==> config.mk <==
export PLATFORM = sky130hd
export DESIGN_NAME = stopwatch_ctrl
export DESIGN_NICKNAME = d
export VERILOG_FILES = /design/src/rtl/stopwatch_ctrl.sv
export SDC_FILE = /design/constraint.sdc
export NUM_CORES = 1
export LEC_CHECK = 0
export ABC_AREA = 0
export BUFFER_PORTS_ARGS = -buffer_cell sky130_fd_sc_hd__buf_4
export CORE_UTILIZATION = 50
export DETAILED_ROUTE_END_ITERATION = 16
export MAX_ROUTING_LAYER = met4
export PLACE_DENSITY_LB_ADDON = 0.3
export SYNTH_ARGS = -nofsm -noshare
export SYNTH_HDL_FRONTEND = slang
export SYNTH_SLANG_ARGS = --single-unit
==> constraint.sdc <==
create_clock -name clk -period 4.54 [get_ports clk]
set_input_delay 0.227 -clock clk [delete_from_list [all_inputs] [get_ports clk]]
set_output_delay 0.227 -clock clk [all_outputs]
set_load 0.01 [all_outputs]
==> src/rtl/stopwatch_ctrl.sv <==
// rtl/stopwatch_ctrl.sv - run/pause/adjust sequencer with debounced inputs for the stopwatch counter
// Produces the count-enable tick, clear, adjust pulses and display blink gate.
module stopwatch_ctrl #(
  parameter int CLK_HZ          = 100000000,
  parameter int TICK_HZ         = 1,
  parameter int ADJ_HZ          = 2,
  parameter int BLINK_HZ        = 4,
  parameter int DEBOUNCE_CYCLES = 1000000
) (
  input  logic       clk,
  input  logic       rst_n,
  input  logic       btn_start,
  input  logic       btn_clear,
  input  logic       sw_adj,
  input  logic       sw_field,
  output logic       count_en,
  output logic       clr,
  output logic       adj_sec,
  output logic       adj_min,
  output logic       blink,
  output logic [1:0] state
);

  localparam int TICK_DIV  = CLK_HZ / TICK_HZ;
  localparam int ADJ_DIV   = CLK_HZ / ADJ_HZ;
  localparam int BLINK_DIV = CLK_HZ / (2 * BLINK_HZ);

  localparam int TICK_W  = $clog2(TICK_DIV);
  localparam int ADJ_W   = $clog2(ADJ_DIV);
  localparam int BLINK_W = $clog2(BLINK_DIV);
  localparam int DB_W    = $clog2(DEBOUNCE_CYCLES + 1);

  localparam logic [TICK_W-1:0]  TICK_LAST  = TICK_W'(TICK_DIV - 1);
  localparam logic [ADJ_W-1:0]   ADJ_LAST   = ADJ_W'(ADJ_DIV - 1);
  localparam logic [BLINK_W-1:0] BLINK_LAST = BLINK_W'(BLINK_DIV - 1);
  localparam logic [DB_W-1:0]    DB_LAST    = DB_W'(DEBOUNCE_CYCLES - 1);

  localparam int IN_START = 0;
  localparam int IN_CLEAR = 1;
  localparam int IN_ADJ   = 2;
  localparam int IN_FIELD = 3;

  typedef enum logic [1:0] {
    S_IDLE   = 2'b00,
    S_RUN    = 2'b01,
    S_PAUSE  = 2'b10,
    S_ADJUST = 2'b11
  } state_e;

  logic [3:0]      raw_in;
  logic [3:0]      sync1_q, sync2_q, db_q;
  logic [DB_W-1:0] db_cnt_q [4];
  logic [1:0]      db_prev_q, press_q;

  state_e             state_q, state_d;
  logic [TICK_W-1:0]  tick_cnt_q, tick_cnt_d;
  logic [ADJ_W-1:0]   adj_cnt_q, adj_cnt_d;
  logic [BLINK_W-1:0] blink_cnt_q, blink_cnt_d;
  logic               blink_q, blink_d;
  logic               count_en_q, count_en_d;
  logic               clr_q, clr_d;
  logic               adj_sec_q, adj_sec_d;
  logic               adj_min_q, adj_min_d;

  logic start_press, clear_press, adj_lvl, field_lvl, start_held;
  logic adj_fire;

  assign raw_in = {sw_field, sw_adj, btn_clear, btn_start};

  // Synchronize, debounce (restart on any bounce) and edge-detect each raw input.
  always_ff @(posedge clk) begin
    if (!rst_n) begin
      sync1_q   <= '0;
      sync2_q   <= '0;
      db_q      <= '0;
      db_prev_q <= '0;
      press_q   <= '0;
      for (int i = 0; i < 4; i++) begin
        db_cnt_q[i] <= '0;
      end
    end else begin
      sync1_q <= raw_in;
      sync2_q <= sync1_q;
      for (int i = 0; i < 4; i++) begin
        if (sync2_q[i] == db_q[i]) begin
          db_cnt_q[i] <= '0;
        end else if (db_cnt_q[i] == DB_LAST) begin
          db_q[i]     <= sync2_q[i];
          db_cnt_q[i] <= '0;
        end else begin
          db_cnt_q[i] <= db_cnt_q[i] + DB_W'(1);
        end
      end
      db_prev_q <= db_q[1:0];
      press_q   <= db_q[1:0] & ~db_prev_q;
    end
  end

  assign start_press = press_q[IN_START];
  assign clear_press = press_q[IN_CLEAR];
  assign start_held  = db_q[IN_START];
  assign adj_lvl     = db_q[IN_ADJ];
  assign field_lvl   = db_q[IN_FIELD];

  always_comb begin
    state_d     = state_q;
    tick_cnt_d  = tick_cnt_q;
    adj_cnt_d   = '0;
    blink_cnt_d = '0;
    blink_d     = 1'b1;
    count_en_d  = 1'b0;
    clr_d       = 1'b0;
    adj_fire    = 1'b0;

    if (clear_press) begin
      state_d    = S_IDLE;
      clr_d      = 1'b1;
      tick_cnt_d = '0;
    end else begin
      case (state_q)
        S_IDLE: begin
          if (adj_lvl) begin
            state_d = S_ADJUST;
          end else if (start_press) begin
            state_d    = S_RUN;
            tick_cnt_d = '0;
          end
        end
        S_RUN: begin
          if (tick_cnt_q == TICK_LAST) begin
            tick_cnt_d = '0;
            count_en_d = 1'b1;
          end else begin
            tick_cnt_d = tick_cnt_q + TICK_W'(1);
          end
          if (start_press) begin
            state_d = S_PAUSE;
          end
        end
        S_PAUSE: begin
          if (adj_lvl) begin
            state_d = S_ADJUST;
          end else if (start_press) begin
            state_d = S_RUN;
          end
        end
        S_ADJUST: begin
          if (!adj_lvl) begin
            state_d = S_PAUSE;
          end else if (start_press) begin
            adj_fire = 1'b1;
          end else if (start_held) begin
            // Auto-repeat while the start button stays held.
            if (adj_cnt_q == ADJ_LAST) begin
              adj_fire = 1'b1;
            end else begin
              adj_cnt_d = adj_cnt_q + ADJ_W'(1);
            end
          end
        end
      endcase
    end

    if (state_q == S_ADJUST) begin
      if (blink_cnt_q == BLINK_LAST) begin
        blink_d = ~blink_q;
      end else begin
        blink_cnt_d = blink_cnt_q + BLINK_W'(1);
        blink_d     = blink_q;
      end
    end

    adj_sec_d = adj_fire & ~field_lvl;
    adj_min_d = adj_fire & field_lvl;
  end

  always_ff @(posedge clk) begin
    if (!rst_n) begin
      state_q     <= S_IDLE;
      tick_cnt_q  <= '0;
      adj_cnt_q   <= '0;
      blink_cnt_q <= '0;
      blink_q     <= 1'b1;
      count_en_q  <= 1'b0;
      clr_q       <= 1'b0;
      adj_sec_q   <= 1'b0;
      adj_min_q   <= 1'b0;
    end else begin
      state_q     <= state_d;
      tick_cnt_q  <= tick_cnt_d;
      adj_cnt_q   <= adj_cnt_d;
      blink_cnt_q <= blink_cnt_d;
      blink_q     <= blink_d;
      count_en_q  <= count_en_d;
      clr_q       <= clr_d;
      adj_sec_q   <= adj_sec_d;
      adj_min_q   <= adj_min_d;
    end
  end

  assign count_en = count_en_q;
  assign clr      = clr_q;
  assign adj_sec  = adj_sec_q;
  assign adj_min  = adj_min_q;
  assign blink    = blink_q | (state_q != S_ADJUST);
  assign state    = state_q;

endmodule

* Word level (Yosys, flattened, before mapping)
Memories as Yosys holds them, arrays and structs flattened.
Cells that the tools add are included.
** Word-level totals
- Flip-flop bits (word level) :: 100
- Memory bits (read-only) :: 0
- Output and inout port bits :: 7
- Bits of input ports :: 6
- Bits in latches :: 0
- Bits in writable memories :: 80
- Logic and storage cells :: 161
- Memories kept :: 1
** Operators by class
- Reductions and logical operators :: 14
- Magnitude comparators :: 0
- $add $sub $neg :: 7
- Divide/modulo/power cells :: 0
- Multiply operators :: 0
- Bitwise operators :: 28
- Mux-type cells :: 74
- Shifts and indexed selects :: 0
- Eq/ne operators :: 20
** Memories
- db_cnt_q :: words 4, bits a word 20, read ports 4, clocked after Yosys merged registers in 0, write ports 4, line 52 : logic [DB_W-1:0] db_cnt_q [4];
** Operator list (count)
- two-way mux 20 bit :: 12
- two-way mux 27 bit :: 3
- adder 20 x 1 -> 20 bit, second input constant :: 4
- == test 20 bit, second input constant :: 4
- one-hot mux 27 bit (2 select lines) :: 1
- two-way mux 1 bit :: 53
- adder 27 x 1 -> 27 bit, second input constant :: 1
- == test 27 bit, second input constant :: 1
- adder 26 x 1 -> 26 bit, second input constant :: 1
- == test 26 bit, second input constant :: 1
- adder 24 x 1 -> 24 bit, second input constant :: 1
- == test 24 bit, second input constant :: 1
- bitwise OR 1 bit :: 13
- inverter 1 bit :: 11
- != test 2 bit, second input constant :: 5
- AND reduction 2 bit :: 5
- two-way mux 2 bit :: 4
- OR reduction 7 bit :: 1
- one-hot mux 2 bit (3 select lines) :: 1
- AND reduction 3 bit :: 2
- OR reduction 3 bit :: 2
- == test 1 bit :: 4
- == test 2 bit, second input constant :: 2
- OR reduction 2 bit :: 2
- 7 further kinds :: 8

* Depth between registers and ports, before layout
- Depth in word-level cells :: 8
- Depth in mapped cells :: 8
- Depth with buffers taken out :: 6

* Least setup slack after synthesis
No wires, ideal clock.
- Path type :: flip-flop to flip-flop
- From :: memory db_cnt_q[0][0] in the netlist's numbering
- To :: memory db_cnt_q[0][10] in the netlist's numbering (data pin)
- Setup slack :: 2633 ps
- Buffers on the path :: 2
- Library setup time :: 257 ps
- Clock period less this slack :: 1907 ps
- Cell stages (with the launch flop) :: 9
- Data arrival time :: 1650 ps
- Data required time :: 4283 ps
- Cells stage by stage :: edfxtp_1 > ha_1 > and3_1 > nand3_1 > nor3_1 > or2_2 > buf_2 > buf_2 > nor2_1
** RTL lines (line)
- start, declared :: 52

==> qor.txt <==
run status = finished, final reports clean
# diodes = 0
Mapped Area = 8725 um2
Post-synth EDFFs = 80
post-route clock skew = 0.01105 ns
Worst VDD drop = 0.0002395 V
RSZ-0062 raised after global routing = false
row count = 47
worst-path fanout max = 20
clock root cell = clkbuf_16
setup TNS = 0 ns
Clk Latency, worst-skew pair = 0.44 ns
final period utilization = 0.5503
register area share after synthesis = 0.5048
Vert. Die Dim = 134.1 um
GRT Overall Usage = 0.1914
synth warn = 0
Core Region = 16820 um2
Netlist cell types = 57
gpl congestion = 0.8148
Top FF cell, synth = dfxtp_1
hold crit path type = input pin to flop
final hold slack = 0.009964 ns
P per Cell Area = 331.6 nW/um2
Synth area leader = edfxtp_1
CTS Buf Count = 17
DR iter-0 viols = 256
Max Clk Rate = 400.2 MHz
post-CTS sizing = 0
initial antenna violation count = 0
initial core utilization = 0.5187
Clock Path Buffers = 2
Residual DRC = 0
Critical Path Source Type = flop
post-DP HPWL = 10590 um
Worst Path Required = 4.69 ns
Die Area = 17980 um2
largest net degree at the start of global routing = 27
Syn-to-layout area delta = 12.84%
Seq cells post-synth = 180
ANT nets after route = 0
Slew HR = 0.1857
GR Overflow Total = 0
port bufs = 12
H-Tree Depth = 4
max capacitance violation total = 0
Avg Inst Size Synth = 9.609 um2
CP arrival = 2.65 ns
drt wl/cell = 12.57 um
Slew Viols, Final = 0
fraction of layout cells with a size suffix above 1 = 0.06269
Routed WL = 15400 um
Worst setup EP type = flop
Final Hold Violating Endpoints = 0
Top Ports = 13
Lkg Pwr = 3.427 nW
Post-CTS Setup Bufs = 0
Mapped Cells = 908
critical path type = flop to flop
routed vias/inst = 5.171
Min Clock Period, post-route = 2.498 ns
Final nets = 1005
clock sinks = 180
Setup violations, final = 0
cts hold-fix bufs = 0
global-route wire length before repair = 26860 um
First-pass DRT Iterations = 4
area share of the largest cell type after synthesis = 0.2753
vias in the first global route = 5861
CTS clock-pin slew for the worst setup and hold paths = 0.06 ns
worst-margin pin slew = 1.218 ns
Synth area leaders = edfxtp_1, dfxtp_1, xor2_1, nor2_1, xnor2_1
Post-synth ARST share = 0
via count = 6335
CTS tree = done
Die Wd = 134.1 um
## synth_stat cells (all sizes together) (3+ instances only)
library cell  instances
ha                    7
o21ai                11
or3                   3
nor3                 22
nand3b                5
or2                   6
edfxtp               80
dfxtp               100
a21o                  3
clkbuf               13
and4                 14
a31o                  3
nor4                 19
and3                 21
inv                  20
nand2                62
mux2i                 7
nand2b                5
buf                  14
a21oi                19
and2                 15
xor2                 76
nor2b                 9
nor2                174
nand3                58
a31oi                15
xnor2                50
nor4b                11
nand4                47
a41oi                 3
## final timing paths
check	from	end	slack, ns	cells after the start
max	db_cnt_q[1][0]	db_cnt_q[1][4]	2.04	6
min	btn_start	sync1_q[0]	0.01	2
max reg2reg	db_cnt_q[1][0]	db_cnt_q[1][4]	2.04	6
min reg2reg	db_prev_q[1]	press_q[1]	0.39	1
## stage by stage
step	total power [mW]	setup slack, ns	util	cells	instance area (um2)
finish	3.264	2.042	0.5853	1225	9844
global route	3.387	1.709	0.5853	1225	9844
CTS	3.300	2.019	0.5853	1225	9844
detailed placement	1.868	2.028	0.5510	1193	9266
global placement	1.866	2.111	0.5510	1193	9266
floorplan	1.847	2.633	-	987	9021
## critical path, cell delays in order, from the launching register on
cell and delay (ns):
edfxtp_1 0.40, ha_1 0.22, and3_1 0.20, nand3_1 0.15, nor4_1 0.48, nand3b_1 0.64, nor2_1 0.12
## kinds of logic after synthesis
logic type | Yosys count | synth area share
and+or+nand+nor | 477 | 0.2811
other | 1 | 0.0004298
muxes | 7 | 0.008031
buffers and inverters | 47 | 0.02323
AOI/OAI and AO/OA | 63 | 0.04589
xor gates and xnor gates | 126 | 0.1265
adders and majority gates | 7 | 0.01004
DFF | 180 | 0.5048
## power breakdown
| group | leakage [nW] | total (mW) | internal [mW] | switching (mW) |
|---|---|---|---|---|
| sequential | 1.63 | 1.76 | 1.73 | 0.0345 |
| clock | 0.283 | 1.43 | 0.832 | 0.597 |
| combinational | 1.51 | 0.0753 | 0.0306 | 0.0447 |
| total | 3.43 | 3.26 | 2.59 | 0.676 |
## sequential cells by signal, indices dropped and copies added (netlist names)
name / cells
blink_q: 1
blink_cnt_q: 24
state: 2
adj_min: 1
press_q: 2
clr: 1
sync2_q: 4
adj_sec: 1
tick_cnt_q: 27
db_cnt_q: 80
sync1_q: 4
db_prev_q: 2
db_q: 4
count_en: 1
adj_cnt_q: 26
## routing by layer
layer / GRT usage / routed length (um) / up-vias
met2: 0.2916 / 7063 / 55
met5: - / 0 / -
met1: 0.2465 / 7641 / 2956
met3: 0.05215 / 431 / 20
met4: 0.06305 / 263 / 0
li1: - / - / 3304
## cells in the final DEF (no fill, tap or decap), types with 3 or more instances in the layout
master     count
a31o_2         3
ha_1           7
nand3_1       58
edfxtp_1      80
xor2_1        76
nor2_1       173
a31oi_1       14
clkbuf_1       4
o21ai_0        9
conb_1        80
nor2b_1        9
nand3b_1       5
nand4_1       44
a41oi_1        3
clkbuf_8       3
nor4_1        16
or2_2          5
nand2_1       62
and3_1        19
nand2b_1       5
xnor2_1       50
a21oi_1       19
a21o_1         3
inv_1         20
nor3_1        22
dfxtp_1      100
mux2i_1        7
nor4b_1       10
and2_1        15
buf_4         13
and4_1        12
clkbuf_16     18
## cell type report
cell class / count / area (um2)
clock inverters: 7 / 71.32
multi-input cells: 760 / 4414
fillers: 1477 / 6974
well taps: 220 / 275.3
flip-flops and latches: 180 / 4404
inverters: 20 / 75.07
repair buffers: 13 / 97.59
clock buffers: 25 / 506.7
Note: power is estimated with default switching activity, not from simulation.
